<file path="src/rtl/render_pkg.sv">
// Shared types and constants for the frame transform sequencer.
// Covers the FSM state encoding, the trig result tags and angle handling.
package render_pkg;

  localparam int                 ANGLE_W = 12;
  localparam logic [ANGLE_W-1:0] TWO_PI  = 12'h648;

  typedef enum logic [1:0] {
    IDLE  = 2'd0,
    TRIG  = 2'd1,
    ISSUE = 2'd2,
    DRAIN = 2'd3
  } xf_state_t;

  typedef enum logic [1:0] {
    TAG_A = 2'd0,
    TAG_B = 2'd1,
    TAG_G = 2'd2
  } trig_tag_t;

  // Two conditional subtractions bring any 12-bit code below 2*pi, so a
  // stray out-of-range angle never reaches the LUT.
  function automatic logic [ANGLE_W-1:0] wrap_angle(input logic [ANGLE_W-1:0] a);
    logic [ANGLE_W-1:0] r;
    r = a;
    if (r >= TWO_PI) r = r - TWO_PI;
    if (r >= TWO_PI) r = r - TWO_PI;
    return r;
  endfunction

endpackage

</file>
<file path="src/rtl/xform_sequencer_trig_tag_pipe.sv">
// Delay line that carries a valid bit and an angle tag alongside the trig LUT,
// so each sin/cos result is routed to the angle that requested it.
module trig_tag_pipe
  import render_pkg::*;
#(
  parameter int LAT = 2
) (
  input  logic      Clk,
  input  logic      Reset,
  input  logic      valid_i,
  input  trig_tag_t tag_i,
  output logic      valid_o,
  output trig_tag_t tag_o
);

  logic [LAT-1:0] valid_q;
  trig_tag_t      tag_q [LAT];

  // NOTE: every stage is reset, tags included; a stale valid bit left over
  // from an aborted frame would otherwise overwrite a latched sin/cos pair.
  always_ff @(posedge Clk) begin
    if (Reset) begin
      valid_q <= '0;
      for (int i = 0; i < LAT; i++) tag_q[i] <= TAG_A;
    end else begin
      valid_q[0] <= valid_i;
      tag_q[0]   <= tag_i;
      for (int i = 1; i < LAT; i++) begin
        valid_q[i] <= valid_q[i-1];
        tag_q[i]   <= tag_q[i-1];
      end
    end
  end

  assign valid_o = valid_q[LAT-1];
  assign tag_o   = tag_q[LAT-1];

endmodule

</file>
<file path="src/rtl/xform_sequencer.sv">
// Per-frame scheduler: snapshots the pose on a frame tick, evaluates six trig
// values through one shared LUT port, then streams vertex indices to the transform unit.
module xform_sequencer
  import render_pkg::*;
#(
  parameter int WI        = 8,
  parameter int WF        = 8,
  parameter int TW        = 16,
  parameter int NUM_VERTS = 64,
  parameter int VW        = 6,
  parameter int TRIG_LAT  = 2
) (
  input  logic               Clk,
  input  logic               Reset,
  input  logic               frame_clk_rising_edge,
  input  logic [ANGLE_W-1:0] alpha,
  input  logic [ANGLE_W-1:0] beta,
  input  logic [ANGLE_W-1:0] gamma,
  input  logic [WI+WF-1:0]   x,
  input  logic [WI+WF-1:0]   y,
  input  logic [WI+WF-1:0]   z,
  output logic [ANGLE_W-1:0] trig_angle,
  input  logic [TW-1:0]      trig_sin,
  input  logic [TW-1:0]      trig_cos,
  output logic [TW-1:0]      sin_a,
  output logic [TW-1:0]      cos_a,
  output logic [TW-1:0]      sin_b,
  output logic [TW-1:0]      cos_b,
  output logic [TW-1:0]      sin_g,
  output logic [TW-1:0]      cos_g,
  output logic [WI+WF-1:0]   px,
  output logic [WI+WF-1:0]   py,
  output logic [WI+WF-1:0]   pz,
  output logic               xf_valid,
  input  logic               xf_ready,
  output logic [VW-1:0]      xf_index,
  input  logic               xf_done,
  output logic               busy,
  output logic               frame_done,
  output logic               overrun
);

  localparam int             TCW       = $clog2(TRIG_LAT + 3);
  localparam logic [TCW-1:0] TRIG_LAST = TCW'(TRIG_LAT + 2);
  localparam logic [VW-1:0]  IDX_LAST  = VW'(NUM_VERTS - 1);
  localparam logic [VW:0]    CNT_FULL  = (VW+1)'(NUM_VERTS);

  xf_state_t          state_q, state_d;
  logic [TCW-1:0]     trig_cnt_q, trig_cnt_d;
  logic [VW-1:0]      idx_q, idx_d;
  logic [VW:0]        cnt_q, cnt_d;
  logic [ANGLE_W-1:0] alpha_q, beta_q, gamma_q;
  logic [WI+WF-1:0]   px_q, py_q, pz_q;
  logic [TW-1:0]      sin_a_q, cos_a_q, sin_b_q, cos_b_q, sin_g_q, cos_g_q;
  logic               overrun_q;

  logic        xfer, done_now, snap;
  logic [VW:0] cnt_inc;
  logic        tag_valid_in, tag_valid_out;
  trig_tag_t   tag_in, tag_out;

  // Completion count including this cycle's xf_done, so the last completion
  // and frame_done land in the same cycle.
  assign cnt_inc  = cnt_q + {{VW{1'b0}}, xf_done};
  assign xfer     = (state_q == ISSUE) && xf_ready;
  assign done_now = (state_q == DRAIN) && (cnt_inc == CNT_FULL);
  assign snap     = frame_clk_rising_edge && ((state_q == IDLE) || done_now);

  // NOTE: every variable gets a default at the top of the block; a path that
  // leaves one unassigned would infer a latch.
  always_comb begin
    state_d    = state_q;
    trig_cnt_d = '0;
    idx_d      = idx_q;
    cnt_d      = cnt_q;
    unique case (state_q)
      IDLE: begin
        if (snap) state_d = TRIG;
      end
      TRIG: begin
        if (trig_cnt_q == TRIG_LAST) begin
          state_d = ISSUE;
          idx_d   = '0;
        end else begin
          trig_cnt_d = trig_cnt_q + TCW'(1);
        end
      end
      ISSUE: begin
        cnt_d = cnt_inc;
        if (xfer) begin
          if (idx_q == IDX_LAST) begin
            idx_d   = '0;
            state_d = DRAIN;
          end else begin
            idx_d = idx_q + VW'(1);
          end
        end
      end
      DRAIN: begin
        cnt_d = cnt_inc;
        if (done_now) begin
          cnt_d   = '0;
          idx_d   = '0;
          state_d = snap ? TRIG : IDLE;
        end
      end
      default: state_d = IDLE;
    endcase
  end

  // The first three TRIG cycles present the snapshot angles; the rest wait out the LUT latency.
  always_comb begin
    trig_angle   = '0;
    tag_valid_in = 1'b0;
    tag_in       = TAG_A;
    if (state_q == TRIG) begin
      if (trig_cnt_q == TCW'(0)) begin
        trig_angle   = alpha_q;
        tag_valid_in = 1'b1;
        tag_in       = TAG_A;
      end else if (trig_cnt_q == TCW'(1)) begin
        trig_angle   = beta_q;
        tag_valid_in = 1'b1;
        tag_in       = TAG_B;
      end else if (trig_cnt_q == TCW'(2)) begin
        trig_angle   = gamma_q;
        tag_valid_in = 1'b1;
        tag_in       = TAG_G;
      end
    end
  end

  trig_tag_pipe #(
    .LAT (TRIG_LAT)
  ) u_tag_pipe (
    .Clk     (Clk),
    .Reset   (Reset),
    .valid_i (tag_valid_in),
    .tag_i   (tag_in),
    .valid_o (tag_valid_out),
    .tag_o   (tag_out)
  );

  // NOTE: sequential state uses non-blocking assignments only, so every
  // register samples its inputs as they stood before the clock edge.
  always_ff @(posedge Clk) begin
    if (Reset) begin
      state_q    <= IDLE;
      trig_cnt_q <= '0;
      idx_q      <= '0;
      cnt_q      <= '0;
      overrun_q  <= 1'b0;
    end else begin
      state_q    <= state_d;
      trig_cnt_q <= trig_cnt_d;
      idx_q      <= idx_d;
      cnt_q      <= cnt_d;
      if (frame_clk_rising_edge && (state_q != IDLE) && !done_now) overrun_q <= 1'b1;
    end
  end

  always_ff @(posedge Clk) begin
    if (Reset) begin
      alpha_q <= '0;
      beta_q  <= '0;
      gamma_q <= '0;
      px_q    <= '0;
      py_q    <= '0;
      pz_q    <= '0;
    end else if (snap) begin
      alpha_q <= wrap_angle(alpha);
      beta_q  <= wrap_angle(beta);
      gamma_q <= wrap_angle(gamma);
      px_q    <= x;
      py_q    <= y;
      pz_q    <= z;
    end
  end

  always_ff @(posedge Clk) begin
    if (Reset) begin
      sin_a_q <= '0;
      cos_a_q <= '0;
      sin_b_q <= '0;
      cos_b_q <= '0;
      sin_g_q <= '0;
      cos_g_q <= '0;
    end else if (tag_valid_out) begin
      unique case (tag_out)
        TAG_A: begin sin_a_q <= trig_sin; cos_a_q <= trig_cos; end
        TAG_B: begin sin_b_q <= trig_sin; cos_b_q <= trig_cos; end
        TAG_G: begin sin_g_q <= trig_sin; cos_g_q <= trig_cos; end
        default: ;
      endcase
    end
  end

  assign sin_a      = sin_a_q;
  assign cos_a      = cos_a_q;
  assign sin_b      = sin_b_q;
  assign cos_b      = cos_b_q;
  assign sin_g      = sin_g_q;
  assign cos_g      = cos_g_q;
  assign px         = px_q;
  assign py         = py_q;
  assign pz         = pz_q;
  assign xf_valid   = (state_q == ISSUE);
  assign xf_index   = idx_q;
  assign busy       = (state_q != IDLE);
  assign frame_done = done_now;
  assign overrun    = overrun_q;

endmodule

</file>
<file path="config.mk">
export PLATFORM = sky130hd
export DESIGN_NAME = xform_sequencer
export DESIGN_NICKNAME = d
export VERILOG_FILES = /design/src/rtl/render_pkg.sv /design/src/rtl/xform_sequencer_trig_tag_pipe.sv /design/src/rtl/xform_sequencer.sv
export SDC_FILE = /design/constraint.sdc
export NUM_CORES = 1
export LEC_CHECK = 0
export CAP_MARGIN = 30
export CORE_ASPECT_RATIO = 0.8
export CORE_MARGIN = 5
export CORE_UTILIZATION = 48
export DETAILED_ROUTE_END_ITERATION = 16
export PLACE_DENSITY = 0.83
export SETUP_SLACK_MARGIN = 0.1
export SLEW_MARGIN = 10
export SYNTH_ARGS = -nofsm -noshare
export SYNTH_HDL_FRONTEND = slang
export SYNTH_SLANG_ARGS = --single-unit
</file>
<file path="constraint.sdc">
create_clock -name Clk -period 4 [get_ports Clk]
set_clock_uncertainty 0.15 [all_clocks]
set_input_delay 0.8 -clock Clk [delete_from_list [all_inputs] [get_ports Clk]]
set_output_delay 0.8 -clock Clk [all_outputs]
set_load 0.02 [all_outputs]
</file>
== Word-level counts from Yosys, hierarchy flattened ==
Memories as Yosys holds them, arrays and structs flattened.
Cells that the tools add are included.
Storage, ports and cells
  flip-flop bits (word level): 201
  bits in writable memories: 4
  logic and storage cells: 115
  memories: 1
Memory list
  u_tag_pipe.tag_q: depth 2, bits a word 2, read ports 2, clocked after Yosys merged registers in 0, write ports 2, RTL line xform_sequencer_trig_tag_pipe.sv:17  | trig_tag_t tag_q [LAT];
Operators by class
  add/sub/neg operators: 9
  order comparisons: 6
  eq/ne operators: 15
  muxes and demuxes: 42
  bitwise gates (word level): 3
  reductions and logical operators: 20
Operators by type and width (number)
  two-way mux 12 bit: 16
  greater-or-equal comparator 12 x 11 -> 1 bit (second input constant): 6
  subtractor 12 x 11 -> 12 bit (second input constant): 6
  two-way mux 6 bit: 4
  two-way mux 2 bit: 11
  case mux 6 bit (3 select lines): 1
  case mux 7 bit (2 select lines): 1
  case mux 2 bit (4 select lines): 1
  adder 7 x 1 -> 7 bit: 1
  equality test 7 bit (second input constant): 1
  two-way mux 1 bit: 7
  two-way mux 7 bit: 1
  adder 6 x 1 -> 6 bit (second input constant): 1
  equality test 2 bit (second input constant): 3
  equality test 6 bit (second input constant): 1
  != test 2 bit (second input constant): 3
  AND reduction 2 bit: 3
  logical AND 1 bit: 5
  AND reduction 5 bit: 1
  equality test 2 x 1 -> 1 bit (second input constant): 2
  zero test 2 bit: 2
  != test 2 x 1 -> 1 bit (second input constant): 2
  AND reduction 4 bit: 1
  nonzero test 2 bit: 2
  other kinds (12): 13

== Depth between registers and ports, before layout ==
  depth in word-level cells: 9
  depth in mapped cells: 14

== Cells and area by module ==
A second synthesis with hierarchy kept.
Unflattened totals
  cells, all modules: 1274
  area, all modules: 9633.0 um^2
Modules (own cells, without submodules)
  xform_sequencer: instances 1, cells an instance 1260, area each 9460.3 um^2, seq. area each 3983.8 um^2
  trig_tag_pipe: instances 1, cells an instance 14, area each 172.7 um^2, seq. area each 120.1 um^2

== Worst setup path after synthesis ==
No wires, ideal clock.
  path type: in2reg
  start point: in gamma[3]
  end point: reg gamma_q[4]
  data arrival time: 3.084 ns
  required time: 3.764 ns
  setup slack: 0.680 ns
  stages: 10
  cells stage by stage: inv_1 > ha_1 > nand2b_2 > a211o_1 > or4_1 > and3_4 > a41o_1 > nand2_1 > mux2_2 > a211oi_1
On the way
  longest elaborated chain between the ends: 6
  elaborated cells between the ends (all ways): 8
  classes of those cells: 2 x add/sub; 2 x order compare; 4 x mux
Ends and longest elaborated chain
  start: declaration: RTL line xform_sequencer.sv:18  | input logic [ANGLE_W-1:0] gamma,
  subtractor 12 x 11 -> 12 bit or greater-or-equal comparator 12 x 11 -> 1 bit (tied branches): RTL line render_pkg.sv:26  | if (r >= TWO_PI) r = r - TWO_PI;
  two-way mux 12 bit (*): RTL line render_pkg.sv:26
  two-way mux 12 bit (*): RTL line xform_sequencer.sv:170  | end else if (snap) begin
  two-way mux 12 bit (*): RTL line xform_sequencer.sv:163  | if (Reset) begin
  subtractor 12 x 11 -> 12 bit or greater-or-equal comparator 12 x 11 -> 1 bit (tied branches): RTL line render_pkg.sv:27  | if (r >= TWO_PI) r = r - TWO_PI;
  two-way mux 12 bit (*): RTL line render_pkg.sv:27
  end signal: assignment: RTL line xform_sequencer.sv:173  | gamma_q <= wrap_angle(gamma);
  end: declaration: RTL line xform_sequencer.sv:52  | logic [ANGLE_W-1:0] alpha_q, beta_q, gamma_q;
Every way passes the cells marked *; elsewhere a longest branch is shown, timed or not. The select of a mux whose other input is x is not followed.
A chain may end at the register's enable or synchronous reset.

== Final worst setup path ==
  start point: in xf_done
  end point: out frame_done
On the way
  longest elaborated chain between the ends: 3
Ends and longest elaborated chain
  start: declaration: RTL line xform_sequencer.sv:37  | input logic xf_done,
  adder 7 x 1 -> 7 bit: RTL line xform_sequencer.sv:64  | assign cnt_inc = cnt_q + {{VW{1'b0}}, xf_done};
  equality test 7 bit: RTL line xform_sequencer.sv:66  | assign done_now = (state_q == DRAIN) && (cnt_inc == CNT_FULL);
  logical AND 1 bit: RTL line xform_sequencer.sv:66
  end: declaration: RTL line xform_sequencer.sv:39  | output logic frame_done,
Every way passes these cells.

==> metrics.txt <==
half-perimeter wire length after placement=21,600 um; core area=0.0205 mm^2; ant diodes=0; H-Tree Depth=1; cell chosen for the clock root=sky130_fd_sc_hd__clkbuf_16; syn avg cell area=about 7.5 um^2; adder-cell share of the synthesized area=2.53%; slew of the pin with the lowest slew margin=0.787 ns; top-count cell post-synth=sky130_fd_sc_hd__nand2_1; share of layout cells above drive strength 1=7.46%; multiplexer fraction of the synthesized cell area=under 10%; result of the run=completed; ratio of final minimum period to clock period=~94%; peak supply drop=between 300 and 400 uV; GRT Util Overall=~24%; total of fill cells in the finished design=around 1.7k; number of unique standard cell types used by synthesis=just under 90; required arrival time at the worst endpoint=3.05 ns; power density over cell area=454 mW/mm^2; cell count after synthesis=approximately 1.3k; wire length per cell after detailed routing=around 16 um; Post-synth ARST share=0%; Initial Utilization=about half; total count of hold-check failures in the final report=0; area share of and/or/nand/nor cells after synthesis=a little over a quarter; count of boundary I/O pins=287; routed via count divided by cell count=between 5 and 6; die area=~0.024 mm^2; antenna violations before repair=0; top area cells in the synthesized netlist=sky130_fd_sc_hd__dfxtp_1 41%, sky130_fd_sc_hd__nand2_1 14%, sky130_fd_sc_hd__a21oi_1 11%; share of the synthesized area in compound gates (AO/OA/AOI/OAI)=between 20 and 25%; time the worst path needs with I/O delays and setup=~3.7 ns; final weighted congestion in routability-driven placement=a little over 0.9; most used flip-flop cell after synthesis=sky130_fd_sc_hd__dfxtp_1; Worst R2R Setup Slack=1.24 ns; data arrival time of the critical path=roughly 2.8 ns; Critical Path Start Type=input port; ANT nets after route=0; die outline height=approximately 140 um; Pleak=around 5.0 nW; setup repair bufs after CTS=0; number of buffers created by CTS=22; fraction of power consumed by combinational cells=between 20 and 30%; relative contribution of the clock network to total power=about a third; crit path capture type=primary output; number of placement rows=47; hold buffer count at CTS=0; number of nets in the finished design=approximately 1.7k; port bufs=between 200 and 300; total number of vias=approximately 10k; CP max FO=5; synth warn=0; Yosys top cell by area=sky130_fd_sc_hd__dfxtp_1; global-route wire length before repair=about 48,000 um; number of max-slew violations in the final report=0; XOR/XNOR share of the synthesized area=around 1.3%; drt total wl=about 30,000 um; number of enable-type register cells in the synthesized netlist=0; max frequency=267 MHz; max-cap viol count=0; type of the worst setup path=in2out; pin count of the biggest net entering global routing=approximately 140; Initial DRT Pass Iterations=5; sequential area share after synthesis=a little over 40%; placement-stage cell area=around 0.013 mm^2; area growth from synthesis to final layout=40.5%; clock tree buffer depth=3; type of the tightest min-delay check=reg2reg; setup repair after global routing missed its margin=false; NetSw=~2 mW; remaining design rule violation count=0; post-synthesis net count=1,458; worst relative slew slack=between 40% and 50%; storage element area=slightly above 0.004 mm^2; power share of the sequential group=a little under two fifths; via count of the first global-routing pass=around 9.5k; Final Cell Area=0.0139 mm^2; initial DRC count=roughly 1,000; final number of setup-violating endpoints=0; global route overflow=0; setup_tns=0 ns; switching power share of the total=32.0%; share of Yosys cell area claimed by the top area cell type=about 41%; largest family of logic cells by synthesized area=simple AND/OR/NAND/NOR gates; x dimension of the die=roughly 170 um; list of most frequent post-synthesis cells=378 x sky130_fd_sc_hd__nand2_1, 208 x sky130_fd_sc_hd__a21oi_1, 205 x sky130_fd_sc_hd__dfxtp_1, 75 x sky130_fd_sc_hd__clkbuf_1, 70 x sky130_fd_sc_hd__nor2_1; Mapped Area=roughly 0.0099 mm^2; number of synthesized register bits=between 200 and 250; CTS tree=done; Clock Sink Count=205; clock latency at the later pin of the worst-skew pair=0.50 ns; combined area of the multi-input logic cells=between 0.005 and 0.006 mm^2; clock slew at reported path FFs=roughly 0.060 ns; cell-internal power=4.30 mW
==> layout make-up <==
| class | count | area share [%] |
|---|---|---|
| clock inverters | 13 | 1.38 |
| well taps | 269 | 2.42 |
| inverters | 25 | 0.674 |
| repair buffers | 330 | 23.4 |
| clock buffers | 26 | 4.14 |
| flip-flops and latches | 205 | 29.5 |
| multi-input cells | 996 | 38.5 |
==> power by group through the flow <==
stage	combinational, mW	sequential, mW	clock (mW)
CTS	1.80	2.37	2.20
finish	1.80	2.37	2.16
global placement	1.75	2.40	0
detailed placement	1.79	2.41	0
floorplan	0.948	2.52	0
global route	1.97	2.39	2.29
==> cells in the final DEF (no fill, tap or decap), types with 6 or more instances in the layout <==
cell type                         instances
sky130_fd_sc_hd__a21o_1                   6
sky130_fd_sc_hd__nand3b_1                16
sky130_fd_sc_hd__nor2b_1                 11
sky130_fd_sc_hd__nor2_1                  69
sky130_fd_sc_hd__ha_1                    20
sky130_fd_sc_hd__buf_4                   40
sky130_fd_sc_hd__o21ai_0                 45
sky130_fd_sc_hd__inv_1                   25
sky130_fd_sc_hd__xnor2_1                 10
sky130_fd_sc_hd__dfxtp_1                205
sky130_fd_sc_hd__a31oi_1                  7
sky130_fd_sc_hd__mux2i_1                  7
sky130_fd_sc_hd__clkbuf_16               22
sky130_fd_sc_hd__nor3_1                  22
sky130_fd_sc_hd__a211oi_1                12
sky130_fd_sc_hd__and3_1                   6
sky130_fd_sc_hd__nand3_1                 18
sky130_fd_sc_hd__nand2b_1                 8
sky130_fd_sc_hd__and2_1                  20
sky130_fd_sc_hd__clkdlybuf4s50_1        283
sky130_fd_sc_hd__nand2_1                378
sky130_fd_sc_hd__a21oi_1                208
==> worst max-delay path: stages <==
cell and delay [ns]:
sky130_fd_sc_hd__clkdlybuf4s50_1 0.41, sky130_fd_sc_hd__ha_1 0.21, sky130_fd_sc_hd__ha_1 0.20, sky130_fd_sc_hd__buf_4 0.15
sky130_fd_sc_hd__nor3_1 0.15, sky130_fd_sc_hd__a31oi_1 0.09, sky130_fd_sc_hd__nor3_1 0.23, sky130_fd_sc_hd__nand2_1 0.11
sky130_fd_sc_hd__inv_1 0.08, sky130_fd_sc_hd__dlygate4sd2_1 0.34
==> through the flow <==
stage | worst slack, ns | hold WS (ns) | std cells | util, % | total power [mW]
floorplan | 0.680 | 0.264 | 1317 | - | 3.47
finish | 0.259 | 0.290 | 1864 | 67.8 | 6.32
global placement | 0.0633 | 0.272 | 1824 | 63.9 | 4.15
detailed placement | 0.00860 | 0.284 | 1824 | 63.9 | 4.20
global route | 0.110 | 0.311 | 1864 | 67.8 | 6.66
CTS | 0.169 | 0.289 | 1863 | 67.6 | 6.37
==> final timing paths <==
| kind | start | endpoint | cells after the start |
|---|---|---|---|
| worst max register to register | cnt_q[0]$_SDFFE_PP0P_ | pz[4]$_SDFFE_PP0P_ | 14 |
| worst max-delay path | xf_done | frame_done | 10 |
| worst min register to register | u_tag_pipe.valid_q[0]$_SDFF_PP0_ | u_tag_pipe.valid_q[1]$_SDFF_PP0_ | 1 |
| worst min-delay path | u_tag_pipe.valid_q[0]$_SDFF_PP0_ | u_tag_pipe.valid_q[1]$_SDFF_PP0_ | 1 |
==> registers in the layout, indices dropped and copies added (netlist names), 6 cells and up <==
register / flops
sin_g: 16
px: 16
gamma_q: 12
xf_index: 6
cnt_q: 7
beta_q: 12
pz: 16
py: 16
sin_a: 16
cos_b: 16
alpha_q: 12
sin_b: 16
cos_a: 16
cos_g: 16
==> cells by family after synthesis <==
| logic type | Yosys count |
|---|---|
| AOI/OAI and AO/OA | 361 |
| xor gates and xnor gates | 15 |
| adders and majority gates | 20 |
| buffers and inverters | 116 |
| DFF | 205 |
| muxes | 11 |
| and+or+nand+nor | 589 |
==> repair_timing <==
item / CTS / global route
gates cloned: 0 / 0
endpoints found under the setup margin: 1 / 10
gates resized for setup: 1 / 2
pin swaps: 0 / 0
==> layer usage <==
| metal | vias to the layer above | track usage [%] | share of wire, % |
|---|---|---|---|
| met4 | 0 | 6.34 | 2.6 |
| met5 | - | 0 | 0 |
| met2 | 447 | 38.8 | 45 |
| met1 | 4782 | 32.4 | 42 |
| met3 | 47 | 5.88 | 10 |
| li1 | 5034 | - | - |
No activity file was read; power rests on OpenSTA's default activity.
